## config.mk

```make
export PLATFORM = sky130hd
export DESIGN_NAME = multicycle_ctrl_flat
export DESIGN_NICKNAME = d
export VERILOG_FILES = /design/src/rtl/ctrl_pkg.sv /design/src/rtl/multicycle_ctrl_if.sv /design/src/rtl/alu_decode.sv /design/src/rtl/multicycle_ctrl.sv /design/src/flat_wrapper.sv
export SDC_FILE = /design/constraint.sdc
export NUM_CORES = 1
export LEC_CHECK = 0
export ABC_AREA = 1
export BUFFER_PORTS_ARGS = -buffer_cell sky130_fd_sc_hd__buf_2
export CAP_MARGIN = 20
export CORE_MARGIN = 1
export CORE_UTILIZATION = 38
export DETAILED_ROUTE_END_ITERATION = 10
export GPL_TIMING_DRIVEN = 0
export PLACE_DENSITY = 0.68
export SLEW_MARGIN = 10
export SYNTH_ARGS = -nofsm -noshare
export SYNTH_HDL_FRONTEND = slang
export SYNTH_SLANG_ARGS = --single-unit
export TNS_END_PERCENT = 1
```

## constraint.sdc

```tcl
create_clock -name clk -period 2 [get_ports clk]
set_input_delay 0.1 -clock clk [delete_from_list [all_inputs] [get_ports clk]]
set_output_delay 0.1 -clock clk [all_outputs]
set_load 0.005 [all_outputs]
```

## src/rtl/ctrl_pkg.sv

```systemverilog
// Shared encodings for the multi-cycle RV32I control path: FSM states, opcodes,
// ALU operation codes and datapath select values.
package ctrl_pkg;

  typedef enum logic [3:0] {
    S_FETCH,
    S_DECODE,
    S_MEMADR,
    S_MEMREAD,
    S_MEMWB,
    S_MEMWRITE,
    S_EXECR,
    S_EXECI,
    S_ALUWB,
    S_BEQ,
    S_JAL,
    S_ILLEGAL
  } ctrl_state_t;

  localparam logic [6:0] OP_LOAD   = 7'b0000011;
  localparam logic [6:0] OP_STORE  = 7'b0100011;
  localparam logic [6:0] OP_R      = 7'b0110011;
  localparam logic [6:0] OP_I      = 7'b0010011;
  localparam logic [6:0] OP_BRANCH = 7'b1100011;
  localparam logic [6:0] OP_JAL    = 7'b1101111;

  typedef enum logic [1:0] {
    ALUOP_ADD   = 2'b00,
    ALUOP_SUB   = 2'b01,
    ALUOP_FUNCT = 2'b10
  } alu_op_t;

  localparam logic [2:0] ALU_ADD = 3'b000;
  localparam logic [2:0] ALU_SUB = 3'b001;
  localparam logic [2:0] ALU_AND = 3'b010;
  localparam logic [2:0] ALU_OR  = 3'b011;
  localparam logic [2:0] ALU_SLT = 3'b101;

  localparam logic [1:0] SRCA_PC    = 2'b00;
  localparam logic [1:0] SRCA_OLDPC = 2'b01;
  localparam logic [1:0] SRCA_RS1   = 2'b10;

  localparam logic [1:0] SRCB_RS2  = 2'b00;
  localparam logic [1:0] SRCB_IMM  = 2'b01;
  localparam logic [1:0] SRCB_FOUR = 2'b10;

  localparam logic [1:0] RES_ALUOUT = 2'b00;
  localparam logic [1:0] RES_DATA   = 2'b01;
  localparam logic [1:0] RES_ALU    = 2'b10;

  localparam logic [1:0] IMM_I = 2'b00;
  localparam logic [1:0] IMM_S = 2'b01;
  localparam logic [1:0] IMM_B = 2'b10;
  localparam logic [1:0] IMM_J = 2'b11;

  function automatic logic [1:0] imm_src_of(input logic [6:0] op);
    case (op)
      OP_STORE:  return IMM_S;
      OP_BRANCH: return IMM_B;
      OP_JAL:    return IMM_J;
      default:   return IMM_I;
    endcase
  endfunction

  // Only add/sub, slt, or and and are implemented for R and I types.
  function automatic logic alu_funct3_ok(input logic [2:0] funct3);
    return (funct3 == 3'b000) || (funct3 == 3'b010) ||
           (funct3 == 3'b110) || (funct3 == 3'b111);
  endfunction

endpackage

```

## src/rtl/multicycle_ctrl_if.sv

```systemverilog
// Memory handshake between the control FSM and the unified instruction/data memory.
interface multicycle_ctrl_if;
  logic mem_req;
  logic mem_write;
  logic adr_src;
  logic mem_ready;

  modport master (output mem_req, output mem_write, output adr_src, input mem_ready);
  modport slave  (input mem_req, input mem_write, input adr_src, output mem_ready);
endinterface

```

## src/rtl/alu_decode.sv

```systemverilog
// Combinational ALU-control decode from the main FSM's alu_op and instruction fields.
module alu_decode
  import ctrl_pkg::*;
(
  input  alu_op_t    alu_op,
  input  logic       op5,
  input  logic [2:0] funct3,
  input  logic       funct7b5,
  output logic [2:0] alu_ctrl
);

  always_comb begin
    alu_ctrl = ALU_ADD;
    case (alu_op)
      ALUOP_SUB: alu_ctrl = ALU_SUB;
      ALUOP_FUNCT: begin
        case (funct3)
          3'b000:  alu_ctrl = (op5 && funct7b5) ? ALU_SUB : ALU_ADD;
          3'b010:  alu_ctrl = ALU_SLT;
          3'b110:  alu_ctrl = ALU_OR;
          3'b111:  alu_ctrl = ALU_AND;
          default: alu_ctrl = ALU_ADD;
        endcase
      end
      default: alu_ctrl = ALU_ADD;
    endcase
  end

endmodule

```

## src/rtl/multicycle_ctrl.sv

```systemverilog
// Main control FSM of the multi-cycle RV32I core: sequences fetch, decode, execute,
// memory and writeback over a shared ALU and unified memory.
module multicycle_ctrl
  import ctrl_pkg::*;
(
  input  logic                     clk,
  input  logic                     rst_n,
  input  logic [6:0]               op,
  input  logic [2:0]               funct3,
  input  logic                     funct7b5,
  input  logic                     zero,
  multicycle_ctrl_if.master        mem,
  output logic                     ir_write,
  output logic                     pc_write,
  output logic                     reg_write,
  output logic [1:0]               alu_src_a,
  output logic [1:0]               alu_src_b,
  output logic [1:0]               result_src,
  output logic [1:0]               imm_src,
  output logic [2:0]               alu_ctrl,
  output logic                     instr_done,
  output logic                     illegal
);

  ctrl_state_t state, state_nxt;
  alu_op_t     alu_op;
  logic [2:0]  alu_ctrl_dec;
  logic        c_mem_req, c_mem_write, c_adr_src, c_ir_write, c_pc_write, c_reg_write;
  logic        c_instr_done, c_illegal;
  logic [1:0]  c_src_a, c_src_b, c_result_src;

  alu_decode u_alu_decode (
    .alu_op   (alu_op),
    .op5      (op[5]),
    .funct3   (funct3),
    .funct7b5 (funct7b5),
    .alu_ctrl (alu_ctrl_dec)
  );

  always_ff @(posedge clk) begin
    if (!rst_n) state <= S_FETCH;
    else        state <= state_nxt;
  end

  always_comb begin
    state_nxt    = state;
    alu_op       = ALUOP_ADD;
    c_mem_req    = 1'b0;
    c_mem_write  = 1'b0;
    c_adr_src    = 1'b0;
    c_ir_write   = 1'b0;
    c_pc_write   = 1'b0;
    c_reg_write  = 1'b0;
    c_instr_done = 1'b0;
    c_illegal    = 1'b0;
    c_src_a      = SRCA_PC;
    c_src_b      = SRCB_RS2;
    c_result_src = RES_ALUOUT;
    case (state)
      S_FETCH: begin
        c_mem_req    = 1'b1;
        c_src_b      = SRCB_FOUR;
        c_result_src = RES_ALU;
        if (mem.mem_ready) begin
          c_ir_write = 1'b1;
          c_pc_write = 1'b1;
          state_nxt  = S_DECODE;
        end
      end
      S_DECODE: begin
        c_src_a = SRCA_OLDPC;
        c_src_b = SRCB_IMM;
        case (op)
          OP_LOAD, OP_STORE: state_nxt = S_MEMADR;
          OP_R:      state_nxt = alu_funct3_ok(funct3) ? S_EXECR : S_ILLEGAL;
          OP_I:      state_nxt = alu_funct3_ok(funct3) ? S_EXECI : S_ILLEGAL;
          OP_BRANCH: state_nxt = (funct3 == 3'b000) ? S_BEQ : S_ILLEGAL;
          OP_JAL:    state_nxt = S_JAL;
          default:   state_nxt = S_ILLEGAL;
        endcase
      end
      S_MEMADR: begin
        c_src_a   = SRCA_RS1;
        c_src_b   = SRCB_IMM;
        state_nxt = op[5] ? S_MEMWRITE : S_MEMREAD;
      end
      S_MEMREAD: begin
        c_mem_req = 1'b1;
        c_adr_src = 1'b1;
        if (mem.mem_ready) state_nxt = S_MEMWB;
      end
      S_MEMWB: begin
        c_result_src = RES_DATA;
        c_reg_write  = 1'b1;
        c_instr_done = 1'b1;
        state_nxt    = S_FETCH;
      end
      S_MEMWRITE: begin
        c_mem_req   = 1'b1;
        c_adr_src   = 1'b1;
        c_mem_write = mem.mem_ready;
        if (mem.mem_ready) begin
          c_instr_done = 1'b1;
          state_nxt    = S_FETCH;
        end
      end
      S_EXECR: begin
        c_src_a   = SRCA_RS1;
        c_src_b   = SRCB_RS2;
        alu_op    = ALUOP_FUNCT;
        state_nxt = S_ALUWB;
      end
      S_EXECI: begin
        c_src_a   = SRCA_RS1;
        c_src_b   = SRCB_IMM;
        alu_op    = ALUOP_FUNCT;
        state_nxt = S_ALUWB;
      end
      S_ALUWB: begin
        c_result_src = RES_ALUOUT;
        c_reg_write  = 1'b1;
        c_instr_done = 1'b1;
        state_nxt    = S_FETCH;
      end
      S_BEQ: begin
        c_src_a      = SRCA_RS1;
        c_src_b      = SRCB_RS2;
        alu_op       = ALUOP_SUB;
        c_pc_write   = zero;
        c_instr_done = 1'b1;
        state_nxt    = S_FETCH;
      end
      S_JAL: begin
        // ALUOut already holds the jump target from DECODE; compute PC+4 for rd.
        c_src_a    = SRCA_OLDPC;
        c_src_b    = SRCB_FOUR;
        c_pc_write = 1'b1;
        state_nxt  = S_ALUWB;
      end
      S_ILLEGAL: c_illegal = 1'b1;
      default:   state_nxt = S_FETCH;
    endcase
  end

  // Every output is held low while reset is asserted, regardless of state.
  always_comb begin
    mem.mem_req   = rst_n & c_mem_req;
    mem.mem_write = rst_n & c_mem_write;
    mem.adr_src   = rst_n & c_adr_src;
    ir_write      = rst_n & c_ir_write;
    pc_write      = rst_n & c_pc_write;
    reg_write     = rst_n & c_reg_write;
    instr_done    = rst_n & c_instr_done;
    illegal       = rst_n & c_illegal;
    alu_src_a     = rst_n ? c_src_a      : '0;
    alu_src_b     = rst_n ? c_src_b      : '0;
    result_src    = rst_n ? c_result_src : '0;
    imm_src       = rst_n ? imm_src_of(op) : '0;
    alu_ctrl      = rst_n ? alu_ctrl_dec : '0;
  end

endmodule

```

## src/flat_wrapper.sv

```systemverilog
// flat-port wrapper written by rule: the top's interface ports become plain ports
module multicycle_ctrl_flat import ctrl_pkg::*;
  (clk, rst_n, op, funct3, funct7b5, zero, ir_write, pc_write, reg_write, alu_src_a, alu_src_b, result_src, imm_src, alu_ctrl, instr_done, illegal, mem_mem_req, mem_mem_write, mem_adr_src, mem_mem_ready);
  multicycle_ctrl_if mem_i ();
  input  logic clk;
  input  logic rst_n;
  input  logic [6:0] op;
  input  logic [2:0] funct3;
  input  logic funct7b5;
  input  logic zero;
  output logic ir_write;
  output logic pc_write;
  output logic reg_write;
  output logic [1:0] alu_src_a;
  output logic [1:0] alu_src_b;
  output logic [1:0] result_src;
  output logic [1:0] imm_src;
  output logic [2:0] alu_ctrl;
  output logic instr_done;
  output logic illegal;
  output wire logic [$bits(mem_i.mem_req)-1:0] mem_mem_req;
  output wire logic [$bits(mem_i.mem_write)-1:0] mem_mem_write;
  output wire logic [$bits(mem_i.adr_src)-1:0] mem_adr_src;
  input wire logic [$bits(mem_i.mem_ready)-1:0] mem_mem_ready;
  assign mem_mem_req = mem_i.mem_req;
  assign mem_mem_write = mem_i.mem_write;
  assign mem_adr_src = mem_i.adr_src;
  assign mem_i.mem_ready = mem_mem_ready;
  multicycle_ctrl u_core (.clk(clk), .rst_n(rst_n), .op(op), .funct3(funct3), .funct7b5(funct7b5), .zero(zero), .mem(mem_i), .ir_write(ir_write), .pc_write(pc_write), .reg_write(reg_write), .alu_src_a(alu_src_a), .alu_src_b(alu_src_b), .result_src(result_src), .imm_src(imm_src), .alu_ctrl(alu_ctrl), .instr_done(instr_done), .illegal(illegal));
endmodule
```

==> results of run 1 <==
==> layout make-up <==
class	instances	area, um2
Inverter	29	109
Sequential cell	4	91.3
Buffer	1	3.75
Timing Repair Buffer	37	195
Fill cell	184	732
Tap cell	25	31.3
Clock buffer	3	22.5
Multi-Input combinational cell	105	561
==> metal layers <==
metal	part of all wire, %	GRT usage, %	wire (um)
met5	0	0	0
met3	4.3	2.40	81
met4	0	7.27	0
met2	50	36.2	944
met1	46	28.2	857
==> cell usage in the layout (no fill, tap or decap), types with 2 or more instances in the layout <==
cell      instances
a21oi_1           9
buf_2            33
buf_4             4
clkbuf_4          3
dfxtp_4           3
inv_1            22
inv_2             6
nand2_1          38
nand2_2           2
nand2_4           2
nand3_1           8
nor2_1           19
nor2_2            3
nor2_4            6
nor3_1            3
o21ai_0           4
==> worst max-delay path: stages (launching register included) <==
cell and delay [ns]:
dfxtp_4 0.36, inv_2 0.04, nor2_4 0.13, inv_2 0.06
nor2_4 0.14, inv_2 0.07, ha_4 0.21, nor2_2 0.07
nand2_1 0.07, nor4_1 0.23, buf_2 0.15
==> what timing repair did <==
action / in CTS / in global routing
gates resized for setup: 5 / 13
pin swaps: 0 / 7
buffers inserted: 0 / 4
endpoints found under the setup margin: 2 / 2
==> stage by stage <==
step           cell area [um2]  hold WS [ns]  cells  worst slack [ns]
3_5_place_dp               910         0.399    197             0.113
3_3_place_gp               910         0.403    197             0.148
2_1_floorplan              713         0.198    139             0.400
4_1_cts                    945         0.146    200            0.0102
5_1_grt                   1010         0.176    204            0.0151
6_report                  1010         0.158    204             0.125
==> worst max path at each step <==
stage,start,to,slack (ns),depth (start not counted)
detailed placement,u_core.state[3]$_SDFFE_PN0P_,alu_ctrl[2],0.11,10
global route,u_core.state[3]$_SDFFE_PN0P_,alu_ctrl[2],0.02,10
finish,u_core.state[3]$_SDFFE_PN0P_,alu_ctrl[2],0.13,10
floorplan,u_core.state[3]$_SDFFE_PN0P_,alu_ctrl[2],0.40,9
global placement,u_core.state[3]$_SDFFE_PN0P_,alu_ctrl[2],0.15,10
CTS,u_core.state[0]$_SDFFE_PN0P_,alu_ctrl[2],0.01,10
==> kinds of logic after synthesis <==
family / after synthesis / synth area share (%)
AOI/OAI and AO/OA: 19 / 15.4
buffers and inverters: 30 / 15.8
DFF: 4 / 11.2
and+or+nand+nor: 84 / 54.0
adders and majority gates: 2 / 3.51
==> power by group through the flow <==
stage	clock network (W)	registers [W]	logic (W)
after detailed placement	0	0.000166	0.000610
final	0.0000960	0.000187	0.000708
after global placement	0	0.000165	0.000601
after CTS	0.000104	0.000172	0.000623
after global routing	0.000111	0.000192	0.000804
after floorplan	0	0.000156	0.000451
==> results summary, run 1 <==
Ranked by instance count, the synthesized netlist is headed by nand2_1 (38), inv_1 (26), nor2_1 (22). Cell internal power was estimated by the tool at 0.000491 W. In this run, the combinational gates consume 71.4% of the power.

The area share of the leading cell type in the synthesized netlist is between 20% and 30%. The number of hold-slack violations in the final timing report came out at 0. The count of synthesis-stage warnings from yosys is 0. For the finished layout, the period the worst path requires is 1.87 ns.

The number of remaining DRC errors came out at 0. The register with the most flip-flops in the layout has 4 of them. The worst setup path is of the reg2out kind. Among all flip-flop cells after synthesis, the most frequent one is dfxtp_1. The final wirelength came out at 1880 um. Sorting the synthesized cells by area gives the leading types as nand2_1 (20%), inv_1 (14%), nor2_1 (12%), dfxtp_1 (11%), a21oi_1 (6.3%). The area of the die is 0.00205 mm2. The share of final-layout standard cells stronger than drive strength 1 came out at 36.9%. The relative contribution of sequential cells to total power came out at 18.9%. In the synthesized netlist the async set-or-reset flop fraction comes to 0%. The worst pin sits at a relative slew slack of 71.2%. Setup violations remaining at the end of the flow were counted as 0. The register with the most flip-flops is u_core.state.

The violation count after the first detailed-route iteration came out at 21. Measured on the finished design, the core utilization comes to between 50% and 60%. Power comes to 0.000990 W. The source-to-sink clock delay at the later pin of the worst-skew pair is 0.23 ns.

The class of the tightest hold or removal check is in2reg. STA classifies the critical path endpoint as an output port. The iteration count of the initial detailed-routing pass is 4.

For this design the static power due to leakage is 0.588 nW. The number of cell instances on the worst register-to-register path came out at 8. The count of buffers added on input and output ports is 33. The net switching power figure is 0.000499 W.

The post-DP HPWL is 1500 um. The flow ran to the end, and the final reports show no timing, DRC or antenna violations. The via count is 975. The terminus of the critical flop-to-flop path is u_core.state[1]$_SDFFE_PN0P_. The maximum resistive drop on vdd is ~0.65 mV. The core box area came out at 0.00175 mm2. Clock tree synthesis found a total of 4 sinks. The post-synthesis net count is 156.

The detailed-route wire length per cell is 9.23 um. In the final layout, the registers with the most flip-flops are u_core.state: 4 flops. After clock tree synthesis, the flow added hold-fix buffers numbering 0.

The count of antenna-violating nets left after detailed routing is 0. Setup repair after global routing left no endpoint under its margin. The number of global-route vias before repair is 817. The number of stages on the worst hold path is 3. The share of total power in the clock network is approximately a tenth.

For the final routed database, the setup TNS stands at 0 ns. Using the TritonRoute via totals, the vias-per-cell ratio works out to 4.78. The H-tree depth is 1. The total routing usage reported by global routing came out at 21.5%. The sequential area share after synthesis is 11.2%. The wire length of the first global-routing pass is 3280 um. The floorplan has 15 rows. The end point of the worst hold path is u_core.state[3]$_SDFFE_PN0P_. The fraction of power spent switching nets came out at 50.4%. The largest total area in the synthesized netlist belongs to nand2_1. STA classifies the critical path startpoint as a register.

The worst-margin pin slew came out at 0.431 ns. The data arrival time of the critical path came out at 1.77 ns. In this run the register-to-register setup slack is 0.59 ns. The initial core utilization is about 41%. Entering global routing, the biggest net connects 11 pins. In this run the most critical hold path is launched from rst_n. The average size of a mapped cell is 5.13 um2. The data required time of the worst path came out at 1.90 ns. Max-cap violations in this run came to 0. The critical-path maximum fanout is 4.

Synthesis produced 139 cells. The maximum buffer depth of the clock tree came out at 2. The placer congestion estimate came out at 0.861. Summed over all layers, the global routing overflow is 0.

Among all cell types in the netlist, the one instantiated most often is nand2_1. Yosys mapped a number of flops with a built-in enable equal to 0. The clock-pin slew of the registers on the worst-case setup and hold paths came out at around 0.04 ns. Power spread over the standard cell area amounts to about 980 mW/mm2.

34 I/O pins were placed. The number of antenna violations at the first check in global routing came to 0. TritonCTS built the clock tree. The highest attainable clock frequency is 0.533 GHz. The count of inserted antenna diode cells is 0. Clock tree synthesis inserted a total of 3 buffers.

The area added between synthesis and finish came out at 42.1%. The die width is 45.3 um. The distinct cell type count of the synthesized netlist is 25. The final-report max-slew violation count is 0. Clock tree synthesis selected as its root buffer the cell clkbuf_4.

In this run the cell area of the synthesized design comes to 713 um2. The register bit count reported by yosys came out at 4. The vertical die dimension is 45.3 um. The worst register-to-register path begins at u_core.state[3]$_SDFFE_PN0P_. The worst clock skew is 0.00547 ns. The final net count is between 150 and 200. The share of the cycle needed by the critical path after routing is 93.7%.
(Power assumes the default switching activity.)
==> run 2, diff against run 1 <==
--- a/config.mk
+++ b/config.mk
@@ -9,10 +9,10 @@
 export BUFFER_PORTS_ARGS = -buffer_cell sky130_fd_sc_hd__buf_2
 export CAP_MARGIN = 20
 export CORE_MARGIN = 1
-export CORE_UTILIZATION = 38
+export CORE_UTILIZATION = 45
 export DETAILED_ROUTE_END_ITERATION = 10
 export GPL_TIMING_DRIVEN = 0
-export PLACE_DENSITY = 0.68
+export PLACE_DENSITY_LB_ADDON = 0.12
 export SLEW_MARGIN = 10
 export SYNTH_ARGS = -nofsm -noshare
 export SYNTH_HDL_FRONTEND = slang
==> results summary, run 2 (synthesis gave the netlist of run 1 again) <==
The run finished, with violations left. The checks that failed: negative setup slack. The maximum buffer depth of the clock tree is 2 (unchanged). The initial core utilization came to 47.9% (+7.0 points). The placer congestion estimate is 0.877 (+1.8%). The maximum resistive drop on vdd is 0.767 mV (+19%). The count of inserted antenna diode cells came out at 0 (unchanged). The worst-margin pin slew was 0.423 ns (-0.00789 ns). The count of max-cap constraint violations came to 0 (unchanged). The share of the cycle needed by the critical path after routing came to 101% (+6.8 points).

The final wirelength is 1960 um (+4.2%). The area of the die came to 0.00175 mm2 (-15%). The startpoint of the most critical setup path is u_core.state[3]$_SDFFE_PN0P_. The count of hold buffers inserted by post-cts repair came to 0 (unchanged). The met1 demand-to-capacity share in global routing was 27.9% (-0.27 points).

The count of antenna-violating nets left after detailed routing is 0 (unchanged). The via count came out at 976 (+0.10%). The highest attainable clock frequency is 0.497 GHz (-6.8%). The cell sitting at the root of the clock tree is a clkbuf_4. The clock-pin slew of the registers on the worst-case setup and hold paths was 0.03 ns (about the same). The number of hold-slack violations in the final timing report is 0 (unchanged).

STA classifies the critical path startpoint as a register. The final setup violation count is 1 (+1). The areal power density over the cells came out at 994 mW/mm2 (+1.7%).

The detailed-route wire length per cell is 10.1 um (+9.1%). The number of remaining DRC errors is 0 (unchanged). The flip-flop count of the largest register, all copies and words added came to 4 (unchanged). The wire length of the first global-routing pass came out at 3220 um (-2.1%). The type of element capturing the critical path is an output port. The minimum clock period came out at 2.01 ns (+0.136 ns). The headroom to the max-slew limit is 71.8% (+0.53 points). The post-route worst hold slack was 0.163 ns (+0.00457 ns).

The number of sinks handled by clock tree synthesis came out at 4 (unchanged). The remaining global-route overflow is 0 (unchanged). The class of the tightest hold or removal check is in2reg. The share of final-layout standard cells stronger than drive strength 1 is 35.2% (-1.7 points).

The met2 global-route usage is 42.2% (+6.0 points). The final net count is 198 (unchanged). In the layout the commonest cells are nand2_1 (38), buf_2 (33), inv_1 (25). The core box area came out at 0.00149 mm2 (-15%). The global-route track usage on met3 came out at 0.435% (-2.0 points). The vertical die dimension came to 41.8 um (-7.7%). The total routing usage reported by global routing came to 22.6% (+1.1 points).

The startpoint identified for the worst hold timing path is rst_n. The standard-cell row count is 14 (-1). The data required time of the worst path came out at 1.90 ns (about the same).

The worst setup path is of the reg2out kind. The iteration count of the initial detailed-routing pass is 4 (unchanged). The maximum number of pins on one net before global-route repair is 11 (unchanged).

The post-DP HPWL came out at 1560 um (+3.8%). The global routing stage identified its most utilized layer as met2. The violation count after the first detailed-route iteration came out at 24 (+14%). The clock buffer count from CTS came out at 3 (unchanged). TritonCTS built the clock tree. The source-to-sink clock delay at the later pin of the worst-skew pair came out at 0.23 ns (about the same).

The register with the most flip-flops in the final layout is u_core.state. The final-report max-slew violation count was 0 (unchanged). The number of antenna violations at the first check in global routing came out at 0 (unchanged).

The H-tree depth is 1 (unchanged). The commonest non-fill, non-tap cell in the layout is nand2_1. The total leakage power came out at 0.592 nW (+0.66%). The startpoint identified for the worst register-to-register timing path is u_core.state[3]$_SDFFE_PN0P_.

In the final layout, the registers with the most flip-flops are u_core.state: 4 flops. The power after layout is 0.00100 W (+0.97%). The final setup slack of the worst path came to -0.0108 ns (-0.136 ns). The area added between synthesis and finish is 41.1%.

The post-detailed-route via-to-cell ratio came to 5.01 (+4.7%). The critical-path maximum fanout is 4 (unchanged). The number of buffers added on ports came out at 33 (unchanged). The number of global-route vias before repair is 844 (+3.3%). The worst clock skew is 0.000435 ns (-0.00503 ns). The data arrival time of the critical path came out at 1.91 ns (+0.14 ns).

The top-level I/O count came out at 34 (unchanged). The die width is 41.8 um (-7.7%).
[run 2: routing by layer]
| metal | vias up | part of all wire (%) |
|---|---|---|
| li1 | 512 | - |
| met1 | 442 | 44 |
| met2 | 22 | 53 |
| met3 | 0 | 2.3 |
| met4 | 0 | 0 |
| met5 | - | 0 |
[run 2: layout make-up]
class                      count  area [um2]
buffer                         1        3.75
clock buffer                   3        22.5
fill                         148         483
inverter                      29         109
multi-input combinational    105         553
sequential                     4        90.1
tap                           16        20.0
timing repair buffer          37         208
[run 2: path summary, 6_finish.rpt]
kind,cells after the start,endpoint,slack [ns]
worst min-delay path,3,u_core.state[3]$_SDFFE_PN0P_,0.16
worst max register to register,8,u_core.state[1]$_SDFFE_PN0P_,0.64
worst min register to register,2,u_core.state[0]$_SDFFE_PN0P_,0.55
worst max-delay path,10,alu_ctrl[2],-0.01
[run 2: metrics by stage]
step / std cells / TNS [ns] / instance area, um2 / setup WS, ns / utilization, %
after floorplan: 139 / 0 / 713 / 0.400 / -
after global placement: 188 / 0 / 898 / 0.172 / 60.3
after detailed placement: 188 / 0 / 898 / 0.131 / 60.3
after CTS: 191 / 0 / 933 / 0.00775 / 62.7
after global routing: 195 / -0.0541 / 1010 / -0.0541 / 67.6
final: 195 / -0.0108 / 1010 / -0.0108 / 67.6
[run 2: report_power, final]
group / internal (W) / switching (W)
Combinational: 0.000309 / 0.000415
Clock: 0.0000668 / 0.0000280
Sequential: 0.000127 / 0.0000542
[run 2: critical path, stage by stage (launching register included)]
cell     delay [ns]
dfxtp_4        0.35
inv_1          0.06
nor2_4         0.15
inv_2          0.07
nor2_4         0.14
inv_2          0.07
ha_4           0.24
nor2_1         0.10
nand2_1        0.08
nor4_1         0.26
buf_2          0.16
[run 2: timing repair]
item / 4_1_cts / 5_1_grt
endpoints found under the setup margin: 1 / 2
resized for setup: 5 / 8
setup buffers: 0 / 4
pin swaps: 0 / 4
